`src/rtl/rtype_fetch_ctrl_pkg.sv`:
```
// Shared definitions for the R-type fetch/decode controller:
// opcode/funct constants, ALU_OP codes and the controller state type.
// Optional feature macro: RTYPE_ILLEGAL_TRAP_EN (illegal words halt the controller).
package rtype_fetch_ctrl_pkg;

    localparam logic [5:0] OP_RTYPE = 6'h00;

    localparam logic [5:0] FN_AND  = 6'h24;
    localparam logic [5:0] FN_OR   = 6'h25;
    localparam logic [5:0] FN_XOR  = 6'h26;
    localparam logic [5:0] FN_NOR  = 6'h27;
    localparam logic [5:0] FN_ADD  = 6'h20;
    localparam logic [5:0] FN_SUB  = 6'h22;
    localparam logic [5:0] FN_SLTU = 6'h2B;
    localparam logic [5:0] FN_SLLV = 6'h04;

    localparam logic [2:0] ALU_AND  = 3'b000;
    localparam logic [2:0] ALU_OR   = 3'b001;
    localparam logic [2:0] ALU_XOR  = 3'b010;
    localparam logic [2:0] ALU_NOR  = 3'b011;
    localparam logic [2:0] ALU_ADD  = 3'b100;
    localparam logic [2:0] ALU_SUB  = 3'b101;
    localparam logic [2:0] ALU_SLTU = 3'b110;
    localparam logic [2:0] ALU_SLLV = 3'b111;

    typedef enum logic [2:0] {
        ST_FETCH,
        ST_DECODE,
        ST_EXEC,
        ST_WB,
        ST_HALT
    } state_t;

endpackage

```
`src/rtl/rtype_fetch_ctrl_decoder.sv`:
```
// Combinational R-type decoder: maps funct to ALU_OP and flags legal words.
// Non-R-type opcodes and unknown functs decode as illegal with ALU_OP=000.
module rtype_decoder
    import rtype_fetch_ctrl_pkg::*;
(
    input  logic [31:0] ir,
    output logic [2:0]  alu_op,
    output logic        legal
);

    // Register-field and shift-amount bits are not part of the decode.
    logic unused_fields;
    assign unused_fields = ^ir[25:6];

    // Funct lookup, qualified by the R-type opcode.
    always_comb begin
        alu_op = ALU_AND;
        legal  = 1'b0;
        if (ir[31:26] == OP_RTYPE) begin
            legal = 1'b1;
            case (ir[5:0])
                FN_AND:  alu_op = ALU_AND;
                FN_OR:   alu_op = ALU_OR;
                FN_XOR:  alu_op = ALU_XOR;
                FN_NOR:  alu_op = ALU_NOR;
                FN_ADD:  alu_op = ALU_ADD;
                FN_SUB:  alu_op = ALU_SUB;
                FN_SLTU: alu_op = ALU_SLTU;
                FN_SLLV: alu_op = ALU_SLLV;
                default: legal  = 1'b0;
            endcase
        end
    end

endmodule

```
`src/rtl/rtype_fetch_ctrl.sv`:
```
// Multi-cycle fetch/decode controller for the register-file/ALU datapath.
// FETCH -> DECODE -> EXEC -> WB, one instruction retired every 4 cycles.
// Optional feature macro: RTYPE_ILLEGAL_TRAP_EN
//   defined   : an illegal word halts the controller (sticky Illegal)
//   undefined : an illegal word runs as a NOP, Illegal tied 0
module rtype_fetch_ctrl
    import rtype_fetch_ctrl_pkg::*;
#(
    parameter int ADDR_W = 6,
    parameter int CNT_W  = 16
) (
    input  logic              Clk,
    input  logic              Reset,
    input  logic              Run,
    output logic [ADDR_W-1:0] Inst_Addr,
    input  logic [31:0]       Inst_Data,
    output logic [4:0]        R_Addr_A,
    output logic [4:0]        R_Addr_B,
    output logic [4:0]        W_Addr,
    output logic [2:0]        ALU_OP,
    output logic              Write_Reg,
    output logic              Busy,
    output logic              Illegal,
    output logic [CNT_W-1:0]  Retired
);

    state_t            state;
    logic [ADDR_W-1:0] pc;
    logic [31:0]       ir;
    logic [2:0]        alu_op_q;
    logic              legal_q;
    logic              write_reg_q;
    logic              busy_q;
    logic [CNT_W-1:0]  retired_q;
    logic [2:0]        dec_alu_op;
    logic              dec_legal;

    // The decoder looks at the word arriving from the ROM so that the
    // legality decision can be made in DECODE, before IR is written.
    rtype_decoder u_decoder (
        .ir     (Inst_Data),
        .alu_op (dec_alu_op),
        .legal  (dec_legal)
    );

    // Opcode, shamt and funct are consumed from Inst_Data, not from IR.
    logic unused_ir;
    assign unused_ir = ^{ir[31:26], ir[10:0]};

`ifdef RTYPE_ILLEGAL_TRAP_EN
    logic illegal_q;
`endif

    // Controller FSM with PC, IR, retired counter and registered outputs.
    always_ff @(posedge Clk or negedge Reset) begin
        if (!Reset) begin
            state       <= ST_FETCH;
            pc          <= '0;
            ir          <= '0;
            alu_op_q    <= ALU_AND;
            legal_q     <= 1'b0;
            write_reg_q <= 1'b0;
            busy_q      <= 1'b0;
            retired_q   <= '0;
`ifdef RTYPE_ILLEGAL_TRAP_EN
            illegal_q   <= 1'b0;
`endif
        end else begin
            case (state)
                ST_FETCH: begin
                    if (Run) begin
                        state  <= ST_DECODE;
                        busy_q <= 1'b1;
                    end
                end
                ST_DECODE: begin
                    ir       <= Inst_Data;
                    alu_op_q <= dec_alu_op;
                    legal_q  <= dec_legal;
`ifdef RTYPE_ILLEGAL_TRAP_EN
                    if (!dec_legal) begin
                        state     <= ST_HALT;
                        busy_q    <= 1'b0;
                        illegal_q <= 1'b1;
                    end else begin
                        state <= ST_EXEC;
                    end
`else
                    state <= ST_EXEC;
`endif
                end
                ST_EXEC: begin
                    state       <= ST_WB;
                    write_reg_q <= legal_q && (ir[15:11] != '0);
                end
                ST_WB: begin
                    state       <= ST_FETCH;
                    write_reg_q <= 1'b0;
                    busy_q      <= 1'b0;
                    pc          <= pc + 1'b1;
                    retired_q   <= retired_q + 1'b1;
                end
                ST_HALT: begin
                    state <= ST_HALT;
                end
                default: begin
                    state       <= ST_FETCH;
                    write_reg_q <= 1'b0;
                    busy_q      <= 1'b0;
                end
            endcase
        end
    end

    assign Inst_Addr = pc;
    assign R_Addr_A  = ir[25:21];
    assign R_Addr_B  = ir[20:16];
    assign W_Addr    = ir[15:11];
    assign ALU_OP    = alu_op_q;
    assign Write_Reg = write_reg_q;
    assign Busy      = busy_q;
    assign Retired   = retired_q;
`ifdef RTYPE_ILLEGAL_TRAP_EN
    assign Illegal   = illegal_q;
`else
    assign Illegal   = 1'b0;
`endif

endmodule

```
`config.mk`:
```
export PLATFORM = sky130hd
export DESIGN_NAME = rtype_fetch_ctrl
export DESIGN_NICKNAME = d
export VERILOG_FILES = /design/src/rtl/rtype_fetch_ctrl_pkg.sv /design/src/rtl/rtype_fetch_ctrl_decoder.sv /design/src/rtl/rtype_fetch_ctrl.sv
export SDC_FILE = /design/constraint.sdc
export NUM_CORES = 1
export LEC_CHECK = 0
export CORE_AREA = 2 2 85 63
export CTS_BUF_LIST = sky130_fd_sc_hd__clkbuf_16
export CTS_CLUSTER_DIAMETER = 100
export DETAILED_ROUTE_END_ITERATION = 16
export DIE_AREA = 0 0 87 65
export PLACE_DENSITY = 0.78
export SLEW_MARGIN = 40
export SYNTH_ARGS = -nofsm -noshare
export SYNTH_HDL_FRONTEND = slang
export SYNTH_SLANG_ARGS = --single-unit
```
`constraint.sdc`:
```
create_clock -name Clk -period 2.22 [get_ports Clk]
set_clock_uncertainty 0.15 [all_clocks]
set_input_delay 0.444 -clock Clk [delete_from_list [all_inputs] [get_ports Clk]]
set_output_delay 0.444 -clock Clk [all_outputs]
set_load 0.02 [all_outputs]
```
==> flow_metrics.tcl <==
set metrics [dict create \
    regArea_sq_um 1150 \
    initial_core_util_pct 41.7 \
    grt_overflow_total 0 \
    grt_pass1_vias 1662 \
    swShare_pct 37.0 \
    cts.sinks 46 \
    synth.area.mux_share_pct 0.487 \
    seqPwrFrac_pct 38.4 \
    die_area_sq_um 5660 \
    holdPathEnd "Retired[15]" \
    ys_ff_latch 46 \
    p_leak_nw 1.38 \
    place_ws_ns 0.213 \
    fmax_ghz 0.513 \
    coreArea_sq_um 4930 \
    synthAdderAreaFrac_pct 1.22 \
    max_cap_violations 0 \
    run_status "completed" \
    cp_max_fo 6 \
    grt_pass1_wl_um 7560 \
    max-slew-margin-rel_pct 65.4 \
    arrival_ns 1.35 \
    clock-root-buffer "clkbuf_16" \
    min-delay-start "Retired[15]" \
    synth_simple_gate_area_share_pct 25.9 \
    worst_pin_slew_ns 0.514 \
    cts_resized 0 \
    slew_viol_final 0 \
    r2r_setup_slack_ns 0.38 \
    tns_ns 0 \
    die_y_um 65 \
    wl_per_cell_um 12.3 \
    dr.first_iter.drc_count 68 \
    async_reset_ff_share_pct 100 \
    syn_avg_cell_area_sq_um 9.78 \
    die_width_um 87 \
    placed_area_sq_um 2830 \
    power.share.clock_pct 19.6 \
    switchingPower_mw 1.28 \
    ctsHoldBuffers 1 \
    cp.required_ns 1.63 \
    via_per_inst 4.84 \
    combPwrFrac_pct 42.0 \
    vias 1680 \
    critPathMaxStageDelay_ns 0.64 \
    period_share_pct 87.7 \
    cts_buffers 5 \
    fp-row-count 22 \
    syn-cell-area_sq_um 2050 \
    path_class "register to output port" \
    post-cts-setup-buffers 0 \
    setup_slack_ns 0.272 \
    synth.net_count 247 \
    crit_slowest_cell "clkdlybuf4s50_1" \
    final_area_sq_um 2980 \
    drt-pass1-iter-count 5 \
    critical_path.top_delay_family "buffers and inverters" \
    end_kind "output port" \
    setup-violations-final 0 \
    gp_congestion 0.827 \
    synth_top_family_by_area "simple AND/OR/NAND/NOR gates" \
    critPathLaunchType "register" \
    worst-path-buf-inv 1 \
    dp_hpwl_um 3220 \
    clock_latency_ns 0.28 \
    drc_errors 0 \
    vdd.ir_drop.worst_mv 0.665 \
    drive_above_1_share_pct 6.62 \
    p_per_area_nw_per_um2 1170 \
    ff2ff_path_depth 3 \
    hold_class "register to register" \
    grt.total_usage_pct 16.7 \
    postLayoutCoreUtil_pct 60.4 \
    synth-compound-area-share_pct 4.45 \
    ys_seq_area_share_pct 56.0 \
    cts.htree.levels 2 \
    antenna_found_initial 0 \
    r2r-end "ALU_OP[0]" \
    rsz0062_at_grt "no" \
    synth_cell_types 38 \
    cp_cell_sequence "clkdlybuf4s50_1" \
    power.internal_mw 2.19 \
    ant_nets 0 \
    syn_inst 210 \
    grt_max_degree 20 \
    synth_warnings 0 \
    synth-edff-count 0 \
    ios 78 \
    timing.rr.start "state[0]" \
    whs_path_depth 1 \
    multi_input_area_sq_um 852 \
    synthXorXnorAreaFrac_pct 8.95 \
    cts.path.max_buffers 2 \
    cts_tree "done" \
    area_growth_pct 44.9 \
    min_period_ns 1.95 \
    n_antenna_cell 0 \
    port_buffers 71 \
    routed_wirelength_um 4260 \
    clk_pin_slew_ns 0.06 \
    fillers 427 \
    hold_violations 0 \
    synthFlopType "dfrtp_1" \
    fin_nets 324 \
]
==> layout make-up <==
| class | count | share of cell area, % |
|---|---|---|
| multi-input combinational | 154 | 28.6 |
| clock inverter | 2 | 0.336 |
| timing repair buffer | 77 | 25.3 |
| clock buffer | 5 | 4.20 |
| tap | 60 | 2.52 |
| sequential | 46 | 38.7 |
| inverter | 3 | 0.378 |
==> power by group through the flow <==
stage	Combinational (mW)	Sequential (mW)	Clock [mW]
after global routing	1.62	1.37	0.749
final	1.46	1.33	0.682
after CTS	1.48	1.34	0.708
after detailed placement	1.47	1.34	0
after floorplan	0.560	1.57	0
after global placement	1.45	1.33	0
==> metrics by stage <==
stage	std cells	power [mW]	hold slack, ns
CTS	347	3.52	0.325
detailed placement	339	2.81	0.248
floorplan	210	2.13	-0.00159
global route	347	3.74	0.347
global placement	339	2.79	0.250
finish	347	3.47	0.323
==> synth_stat cells (all sizes together) (3+ instances only) <==
cell type | count | area share [%]
nand2 | 72 | 13
dfrtp | 46 | 56
xnor2 | 14 | 6.0
nor2 | 12 | 2.4
xor2 | 7 | 3.0
buf | 6 | 2.0
nand3 | 5 | 1.2
o21ai | 5 | 1.2
and3 | 4 | 1.2
nand4 | 4 | 1.2
nor3 | 4 | 0.97
inv | 3 | 0.55
nor4 | 3 | 0.91
==> registers in the layout (all words and copies together) (netlist names) <==
register	count
Inst_Addr	6
Write_Reg	1
ir	15
Retired	16
legal_q	1
Busy	1
ALU_OP	3
state	3
==> metal layers <==
layer  routed length (um)  up-vias  GRT usage [%]
li1                     -      839              -
met2                 1860       48           26.3
met1                 2140      789           23.1
met4                   25        0           4.10
met5                    0        -              0
met3                  222        4           4.20
==> cell families (layout without fill, tap and decap cells) <==
group	Yosys count	after routing
xor gates and xnor gates	21	21
buffers and inverters	10	87
DFF	46	46
muxes	1	1
other	1	1
and+or+nand+nor	115	115
AOI/OAI and AO/OA	14	14
adders and majority gates	2	2
==> how the worst max path moves through the flow <==
stage | startpoint | endpoint | slack, ns | depth (start not counted)
after floorplan | Retired[0] | Retired[14] | 0.48 | 5
after global placement | Inst_Data[2] | legal_q | 0.23 | 5
after detailed placement | Inst_Data[2] | legal_q | 0.21 | 5
after CTS | Retired[2] | Retired[2] | 0.26 | 1
after global routing | state[2] | Retired[13] | 0.20 | 4
final | Retired[3] | Retired[3] | 0.27 | 1
==> cells in the final DEF, fill, tap and decap left out, drive strengths merged, types with 2 or more instances in the layout <==
cell / n
nand2: 72
nand4: 4
xor2: 7
xnor2: 14
nor3: 4
o21ai: 5
nor2: 12
clkdlybuf4s50: 70
buf: 6
nor2b: 2
clkbuf: 5
nand3: 5
and3: 4
dfrtp: 46
nor4: 3
a21oi: 2
ha: 2
inv: 3
clkinv: 2
(Power assumes the default switching activity.)
